===== src/rtl/b2_serial_adder_pkg.sv =====
// b2_serial_adder_pkg: shared state and mode encodings for the serial adder
package b2_serial_adder_pkg;
  typedef enum logic [1:0] {
    IDLE = 2'd0,
    BUSY = 2'd1,
    DONE = 2'd2
  } state_t;
  localparam logic MODE_ADD = 1'b0;
  localparam logic MODE_SUB = 1'b1;
endpackage


===== src/rtl/b2_serial_adder_fa_cell.sv =====
// b2_serial_adder_fa_cell: gate-level one-bit full adder
module b2_serial_adder_fa_cell (
  input  logic a,
  input  logic b,
  input  logic ci,
  output logic s,
  output logic co
);
  logic p;
  assign p  = a ^ b;
  assign s  = p ^ ci;
  assign co = (a & b) | (ci & p);
endmodule


===== src/rtl/b2_serial_adder.sv =====
// b2_serial_adder: bit-serial W-bit adder/subtractor, one bit per clock LSB first
module b2_serial_adder
  import b2_serial_adder_pkg::*;
#(
  parameter int W = 8
) (
  input  logic         clock,
  input  logic         reset_,
  input  logic         start,
  input  logic         sub,
  input  logic [W-1:0] x,
  input  logic [W-1:0] y,
  input  logic         cin,
  output logic [W-1:0] s,
  output logic         cout,
  output logic         ow,
  output logic         busy,
  output logic         done
);
  localparam int CW = $clog2(W + 1);
  state_t state;
  logic [W-1:0] a, b, acc, acc_n;
  logic [W:0] acc_ext;
  logic [CW-1:0] cnt;
  logic carry, fs, fco, go;
  b2_serial_adder_fa_cell u_fa (.a(a[0]), .b(b[0]), .ci(carry), .s(fs), .co(fco));
  // sum bits enter at the MSB so after W shifts bit 0 sits at the LSB
  assign acc_ext = {fs, acc};
  assign acc_n = acc_ext[W:1];
  assign go = start && (state == IDLE || state == DONE);
  always_ff @(posedge clock) begin
    if (!reset_) begin
      state <= IDLE;
      a <= '0;
      b <= '0;
      acc <= '0;
      cnt <= '0;
      carry <= 1'b0;
      s <= '0;
      cout <= 1'b0;
      ow <= 1'b0;
      busy <= 1'b0;
      done <= 1'b0;
    end else begin
      done <= 1'b0;
      if (go) begin
        a <= x;
        b <= y ^ {W{sub}};
        carry <= (sub == MODE_SUB) ? 1'b1 : cin;
        cnt <= CW'(W - 1);
        state <= BUSY;
        busy <= 1'b1;
      end else if (state == BUSY) begin
        acc <= acc_n;
        a <= a >> 1;
        b <= b >> 1;
        carry <= fco;
        if (cnt == '0) begin
          state <= DONE;
          busy <= 1'b0;
          done <= 1'b1;
          s <= acc_n;
          cout <= fco;
          ow <= carry ^ fco;
        end else begin
          cnt <= cnt - 1'b1;
        end
      end else begin
        state <= IDLE;
      end
    end
  end
endmodule

===== config.mk =====
export PLATFORM = sky130hd
export DESIGN_NAME = b2_serial_adder
export DESIGN_NICKNAME = d
export VERILOG_FILES = /design/src/rtl/b2_serial_adder_pkg.sv /design/src/rtl/b2_serial_adder_fa_cell.sv /design/src/rtl/b2_serial_adder.sv
export SDC_FILE = /design/constraint.sdc
export NUM_CORES = 1
export LEC_CHECK = 0
export ABC_AREA = 1
export CAP_MARGIN = 0
export CELL_PAD_IN_SITES_DETAIL_PLACEMENT = 0
export CELL_PAD_IN_SITES_GLOBAL_PLACEMENT = 1
export CORE_UTILIZATION = 38
export DETAILED_ROUTE_END_ITERATION = 10
export PLACE_DENSITY = 0.89
export SLEW_MARGIN = 10
export SYNTH_ARGS = -nofsm -noshare
export SYNTH_HDL_FRONTEND = slang
export SYNTH_SLANG_ARGS = --single-unit

===== constraint.sdc =====
create_clock -name clock -period 1.3 [get_ports clock]
set_input_delay 0.39 -clock clock [delete_from_list [all_inputs] [get_ports clock]]
set_output_delay 0.39 -clock clock [all_outputs]
set_load 0.02 [all_outputs]

==> run_results.csv, run 1 <==
group,metric,value,unit
layout,design_area,0.00239,mm²
clock_tree,clk_pin_slew,0.08,ns
layout,nFillCells,490,
synthesis,synth_top_area_share,45.0,%
synthesis,syn_nets,262,
worst_setup_path,crit_type,"reg -> out",
pwr,pwr-share-comb,24.7,%
grt,first_global_vias,1533,
pwr,leakage,1.03,nW
place,portBuffers,32,
clock_tree,htree_levels,2,
timing,finClkSkew,0.00884,ns
worst_setup_path,slowest_stage,"dfxtp_1",
worst_setup_path,r2r-end,"acc[7]",
routing,drtPass1Iterations,4,
hold_path,hold_path_class,"reg -> reg",
worst_setup_path,critical_path_buf_inv_count,1,
timing,fin_crit_sh,95.9,%
place,dpl.cell_count,340,
clock_tree,cts_hold_buf,0,
floorplanning,die_h,72.1,µm
pwr,sw_frac_of_total,31.8,%
worst_setup_path,cp_num_cells,1,
timing,hold_viol,0,
worst_setup_path,r2r_start,"carry",
floorplanning,rows,25,
pwr,seq_power_share,47.3,%
routing,postRouteAntennaNets,0,
grt,antenna_found_initial,0,
worst_setup_path,worstPathCellList,"clkdlybuf4s15_2",
routing,avgViaCountPerCell,4.67,
place,gp_congestion,0.766,
routing,vias,1624,
synthesis,synth.most_common_cell,"nand2_1",
synthesis,yosysTopAreaCell,"dfxtp_1",
clock_tree,cts_inserted_buffers,5,
floorplanning,coreArea,0.00472,mm²
layout,multi_input_area,857,µm²
grt,overflow,0,
floorplanning,pin_count,33,
worst_setup_path,crit_family,"flip-flops",
synthesis,seq_area_frac_synth,45.0,%
synthesis,ys_ff_latch,42,
flow_run,cap_violations,0,
clock_tree,clk_latency,0.30,ns
pwr,power_frac_clock,28.0,%
synthesis,synthTopCellsByArea,"dfxtp_1 (45%), nand2_1 (9.8%), o21ai_0 (7.2%)",
timing,slew_headroom,83.1,%
worst_setup_path,startpoint,"done",
timing,period_needed,1.25,ns
floorplanning,die_w,72.1,µm
pwr,internal_power,2.14,mW
synthesis,synth_flop_cell,"dfxtp_1",
routing,wl,3930,µm
worst_setup_path,r2r_slack,0.09,ns
pwr,peakVddDrop,587,µV
layout,nNetsFinal,303,
grt,grt_max_degree,16,
worst_setup_path,crit_path_end_kind,"output pin",
pwr,p_per_area,1310,mW/mm²
layout,layout-drive-gt1-share,19.6,%
worst_setup_path,critPathRequiredTime,0.91,ns
timing,rsz0062_at_grt,"false",
layout,fin_cells,348,
clock_tree,clock-sinks,42,
synthesis,synthCells,239,
synthesis,synth_area,0.00187,mm²
clock_tree,clock_tree.buffer_depth,2,
synthesis,synth_cell_types,27,
place,place_area,0.00234,mm²
layout,seq_area,843,µm²
worst_setup_path,arrival,0.86,ns
synthesis,postSynthAreaPerCell,7.82,µm²
floorplanning,start_util,39.6,%
layout,syn2layout_area_growth,27.8,%
worst_setup_path,worstPathMaxFanout,1,
synthesis,ys.warnings.count,0,
grt,grt_pass1_wl,6680,µm
worst_setup_path,setup.worst_path.start_class,"flop",
grt,track_usage,16.5,%
layout,diodes,0,
timing,setup_viol,0,
timing,fmax,0.802,GHz
outcome,outcome,"finished clean",
timing,worstMarginPinSlew,0.252,ns
pwr,p_sw,0.995,mW
clock_tree,cts_tree,"yes",
routing,drc,0,
worst_setup_path,worstSetupEndpoint,"done",
clock_tree,cts_setup_buffers,0,
routing,first_iter_violations,75,
synthesis,netlist_top_cells_count,"nand2_1 (49), dfxtp_1 (42), o21ai_0 (27)",
worst_setup_path,reg2regPathDepth,3,
clock_tree,cts-root-buf,"clkbuf_8",
synthesis,async_flop_share,0,%
timing,final_max_slew_viol_count,0,
routing,wire_per_inst,11.3,µm
place,place_hpwl,2860,µm
floorplanning,die_area,0.00520,mm²
synthesis,synth_edf_count,0,
worst_setup_path,max_stage_delay,0.31,ns
[flip-flops by register name (all words and copies together) (netlist names), 2 cells and up]
signal,flops
a,8
b,8
s,8
acc,7
cnt,4
state,2
[power groups by stage]
stage,clock (mW),combinational [mW],sequential [mW]
4_1_cts,0.905,0.783,1.48
6_report,0.877,0.775,1.48
3_3_place_gp,0,0.780,1.51
3_5_place_dp,0,0.788,1.51
2_1_floorplan,0,0.500,1.52
5_1_grt,0.951,0.870,1.50
[layer usage]
| metal | part of all wire (%) | wire length, µm | global-route usage [%] | vias to the layer above |
|---|---|---|---|---|
| met1 | 48 | 1870 | 20.5 | 736 |
| met4 | 1.3 | 51 | 5.88 | 0 |
| met2 | 47 | 1860 | 27.8 | 27 |
| met5 | 0 | 0 | 0 | - |
| met3 | 3.6 | 142 | 3.75 | 4 |
| li1 | - | - | - | 857 |
[stage by stage]
step                util, %  TNS [ns]  power, mW  worst slack (ns)  hold WS [ns]
global placement       49.5     -7.42       2.29            -0.294         0.450
floorplan                 -         0       2.02             0.125         0.439
finish                 50.6         0       3.13            0.0527         0.463
global route           50.6         0       3.32            0.0181         0.489
CTS                    51.0         0       3.17         0.0000137         0.466
detailed placement     49.5     -7.95       2.30            -0.362         0.455
[how the worst min path moves through the flow]
stage,start,endpoint,slack [ns],depth (start not counted)
global placement,ow,ow,0.45,2
CTS,b[7],b[7],0.47,2
detailed placement,b[7],b[7],0.45,2
finish,b[7],b[7],0.46,2
floorplan,b[7],b[7],0.44,2
global route,a[3],a[3],0.49,2
[area by class of cell]
| class | instances | share of cell area (%) |
|---|---|---|
| clock buffers | 5 | 2.88 |
| repair buffers | 46 | 17.7 |
| inverters | 22 | 3.67 |
| flip-flops and latches | 42 | 35.3 |
| clock inverters | 3 | 1.05 |
| well taps | 67 | 3.51 |
| multi-input cells | 163 | 35.9 |
[cells in the final DEF, fill, tap and decap left out, types with 2 or more instances in the layout]
cell / n
buf_12: 4
nand3_2: 2
inv_1: 18
clkdlybuf4s50_1: 18
inv_6: 2
nand2_2: 2
o21ai_0: 27
xor2_1: 7
buf_2: 11
nand2_4: 3
nand2_1: 49
a21oi_1: 22
nand3_1: 17
o21ai_1: 7
buf_4: 10
nor2_1: 16
dfxtp_1: 40
nor3_1: 2
clkbuf_8: 5
dfxtp_2: 2
inv_2: 3
nor2_4: 2
[cells by family after synthesis]
kind of cell    share of synthesized area, %
flops                                   45.0
buf+inv                                 9.44
fa+ha+maj                               1.74
simple gates                            24.7
compound gates                          15.9
xor+xnor                                3.28
[repair_timing]
action                                 in CTS  in global routing
endpoints found under the hold margin       0                  0
setup endpoints to repair                  16                 15
cloned                                      0                  0
pin swaps                                   1                  0
gates resized for setup                    43                 10
(Power assumes the default switching activity.)
==> run 2, diff against run 1 <==
--- a/config.mk
+++ b/config.mk
@@ -9,10 +9,12 @@
 export CAP_MARGIN = 0
 export CELL_PAD_IN_SITES_DETAIL_PLACEMENT = 0
 export CELL_PAD_IN_SITES_GLOBAL_PLACEMENT = 1
-export CORE_UTILIZATION = 38
+export CORE_ASPECT_RATIO = 0.75
+export CORE_UTILIZATION = 37
 export DETAILED_ROUTE_END_ITERATION = 10
-export PLACE_DENSITY = 0.89
+export PLACE_DENSITY = 0.88
 export SLEW_MARGIN = 10
 export SYNTH_ARGS = -nofsm -noshare
 export SYNTH_HDL_FRONTEND = slang
+export SYNTH_HIERARCHICAL = 1
 export SYNTH_SLANG_ARGS = --single-unit
==> run 2 against run 1 <==
Compared with the run above:
- largest power group unchanged
- final area rose by 1.6%
- synthesized cell count decreased by 0.42%
- routed wire length rose by 3.4%
- sequential cell count is the same
- count of clock-buffer cells in the layout rose by 2
- clock power is 11% lower
- core utilization up 2.2 points
==> run_results.csv, run 2 <==
group,metric,value,unit
clock_tree,clock_tree.buffer_depth,2,
clock_tree,cts_inserted_buffers,5,
layout,layout-drive-gt1-share,23.8,%
floorplanning,die_area,0.00520,mm²
floorplanning,die_h,62.7,µm
pwr,p_per_area,1400,mW/mm²
timing,setup_ws,0.0860,ns
worst_setup_path,critical_path_buf_inv_count,2,
timing,hold_viol,0,
worst_setup_path,crit_family,"flip-flops",
synthesis,synth_xor_area_share,2.41,%
timing,fin_crit_sh,93.4,%
synthesis,netlist_top_cells_count,"nand2_1 (68), dfxtp_1 (42), nor2_1 (38)",
synthesis,synth_edf_count,0,
pwr,finalPower,3.40,mW
layout,reg_top3,"a: 8 flops, b: 8 flops, s: 8 flops",
worst_setup_path,crit_type,"reg -> reg",
routing,wire_per_inst,11.6,µm
clock_tree,htree_levels,2,
layout,final_util,52.8,%
synthesis,ys.warnings.count,6,
grt,antenna_found_initial,0,
timing,fmax,0.824,GHz
timing,tns,0,ns
grt,track_usage,16.4,%
synthesis,postSynthAreaPerCell,7.64,µm²
synthesis,synthAdderAreaFrac,1.79,%
floorplanning,start_util,39.6,%
synthesis,synth_cell_types,25,
grt,grt_max_degree,20,
layout,nNetsFinal,317,
worst_setup_path,arrival,1.45,ns
clock_tree,cts_tree,"yes",
timing,slew_headroom,81.7,%
floorplanning,coreArea,0.00460,mm²
timing,final_max_slew_viol_count,0,
routing,drc,0,
synthesis,synth_top_family_by_area,"simple AND/OR/NAND/NOR gates",
pwr,peakVddDrop,547,µV
synthesis,synth.area.mux_share,0,%
synthesis,synthSimpleGateAreaFrac,32.5,%
worst_setup_path,cp_num_cells,8,
synthesis,synth_area,0.00182,mm²
timing,setup_viol,0,
place,dpl.cell_count,339,
clock_tree,cts-root-buf,"clkbuf_8",
worst_setup_path,r2r-end,"s[1]",
outcome,outcome,"finished clean",
routing,drtPass1Iterations,4,
worst_setup_path,worstPathCellList,"inv_1 -> ha_4 -> nand2_4 -> nor2_4 -> nor2_4 -> clkbuf_4 -> nand2_1 -> nand2_1",
grt,first_global_vias,1499,
synthesis,synthTopCellsByArea,"dfxtp_1 (46%), nand2_1 (14%), nor2_1 (7.8%)",
place,place_ws,-0.363,ns
timing,period_needed,1.21,ns
place,gp_congestion,0.754,
clock_tree,clock-sinks,42,
synthesis,syn_nets,261,
routing,wl,4060,µm
place,place_area,0.00232,mm²
floorplanning,pin_count,33,
worst_setup_path,worstSetupEndpoint,"s[1]",
place,portBuffers,32,
layout,diodes,0,
worst_setup_path,r2r_start,"cnt[1]",
hold_path,hold_path_class,"reg -> reg",
timing,whs,0.450,ns
flow_run,cap_violations,0,
synthesis,ys_ff_latch,42,
worst_setup_path,startpoint,"cnt[1]",
layout,final_common_cell,"nand2_1",
pwr,leakage,1.13,nW
worst_setup_path,setup.worst_path.start_class,"flop",
synthesis,yosysTopAreaCell,"dfxtp_1",
synthesis,synthCells,238,
floorplanning,die_w,83.0,µm
floorplanning,rows,21,
grt,grt_pass1_wl,6820,µm
routing,postRouteAntennaNets,0,
synthesis,synth.most_common_cell,"nand2_1",
place,place_hpwl,2760,µm
timing,finClkSkew,0.00304,ns
grt,overflow,0,
worst_setup_path,reg2regPathDepth,8,
worst_setup_path,r2r_slack,0.09,ns
layout,fin_cells,351,
clock_tree,clk_pin_slew,0.07,ns
synthesis,async_flop_share,0,%
worst_setup_path,slowest_stage,"dfxtp_1",
layout,mostFrequentLayoutCells,"nand2_1 (68), dfxtp_1 (39), nor2_1 (38), buf_4 (21), clkdlybuf4s50_1 (17)",
timing,worstMarginPinSlew,0.272,ns
routing,vias,1640,
worst_setup_path,critPathRequiredTime,1.54,ns
routing,first_iter_violations,78,
synthesis,synth_compound_area_share,10.7,%
synthesis,seq_area_frac_synth,46.2,%
synthesis,synth_top_area_share,46.2,%
layout,syn2layout_area_growth,33.4,%
clock_tree,clk_latency,0.29,ns
synthesis,synth_flop_cell,"dfxtp_1",
worst_setup_path,max_stage_delay,0.36,ns
layout,design_area,0.00243,mm²
routing,avgViaCountPerCell,4.67,
worst_setup_path,worstPathMaxFanout,4,
worst_setup_path,crit_path_end_kind,"flop",
run 2: logic make-up after synthesis:
kind of cell,after synthesis
AND/OR/NAND/NOR,130
flip-flops,42
XOR/XNOR,5
AO/OA/AOI/OAI,37
adder cells (fa/ha/maj),2
buffers and inverters,22
run 2: where the power goes:
part           internal, mW  switching [mW]  leakage [nW]  total [mW]
Clock                 0.370           0.411        0.0383       0.780
Combinational         0.464           0.576         0.749        1.04
Sequential             1.46           0.115         0.345        1.58
run 2: how the worst min path moves through the flow:
stage                      start    to  slack (ns)  depth (start not counted)
after CTS                 acc[1]  s[0]        0.46                          2
after floorplan           acc[1]  s[0]        0.42                          2
after global routing      acc[1]  s[0]        0.48                          2
after global placement    acc[1]  s[0]        0.43                          2
after detailed placement    s[2]  s[2]        0.44                          2
final                       s[3]  s[3]        0.45                          2
run 2: tightest hold or removal path, stage by stage (launching register included):
cell     delay, ns
dfxtp_1       0.31
nand2_1       0.06
nand2_1       0.04
run 2: area by class of cell:
type	count	area, µm²
Fill cell	455	2170
Multi-Input combinational cell	175	901
Sequential cell	42	845
Timing Repair Buffer	57	475
Clock buffer	7	76.3
Tap cell	57	71.3
Inverter	13	58.8
run 2: timing repair:
action,in CTS,in global routing
hold buffers,0,0
endpoints found under the setup margin,14,37
buffers inserted,1,2
pin swaps,1,5
gates cloned,0,2
resized for setup,40,26
run 2: per-layer routing:
layer	GRT usage (%)	wire length, µm	vias to the layer above	part of all wire (%)
met1	22.3	2070	733	51
met4	4.96	37	0	0.91
li1	-	-	871	-
met5	0	0	-	0
met2	24.3	1780	30	44
met3	5.81	174	6	4.3
==> run 3, diff against run 2 <==
--- a/config.mk
+++ b/config.mk
@@ -12,6 +12,7 @@
 export CORE_ASPECT_RATIO = 0.75
 export CORE_UTILIZATION = 37
 export DETAILED_ROUTE_END_ITERATION = 10
+export GPL_ROUTABILITY_DRIVEN = 0
 export PLACE_DENSITY = 0.88
 export SLEW_MARGIN = 10
 export SYNTH_ARGS = -nofsm -noshare
==> results of run 3 <==
Final layout, timing and power as in run 2 (identical DEF).
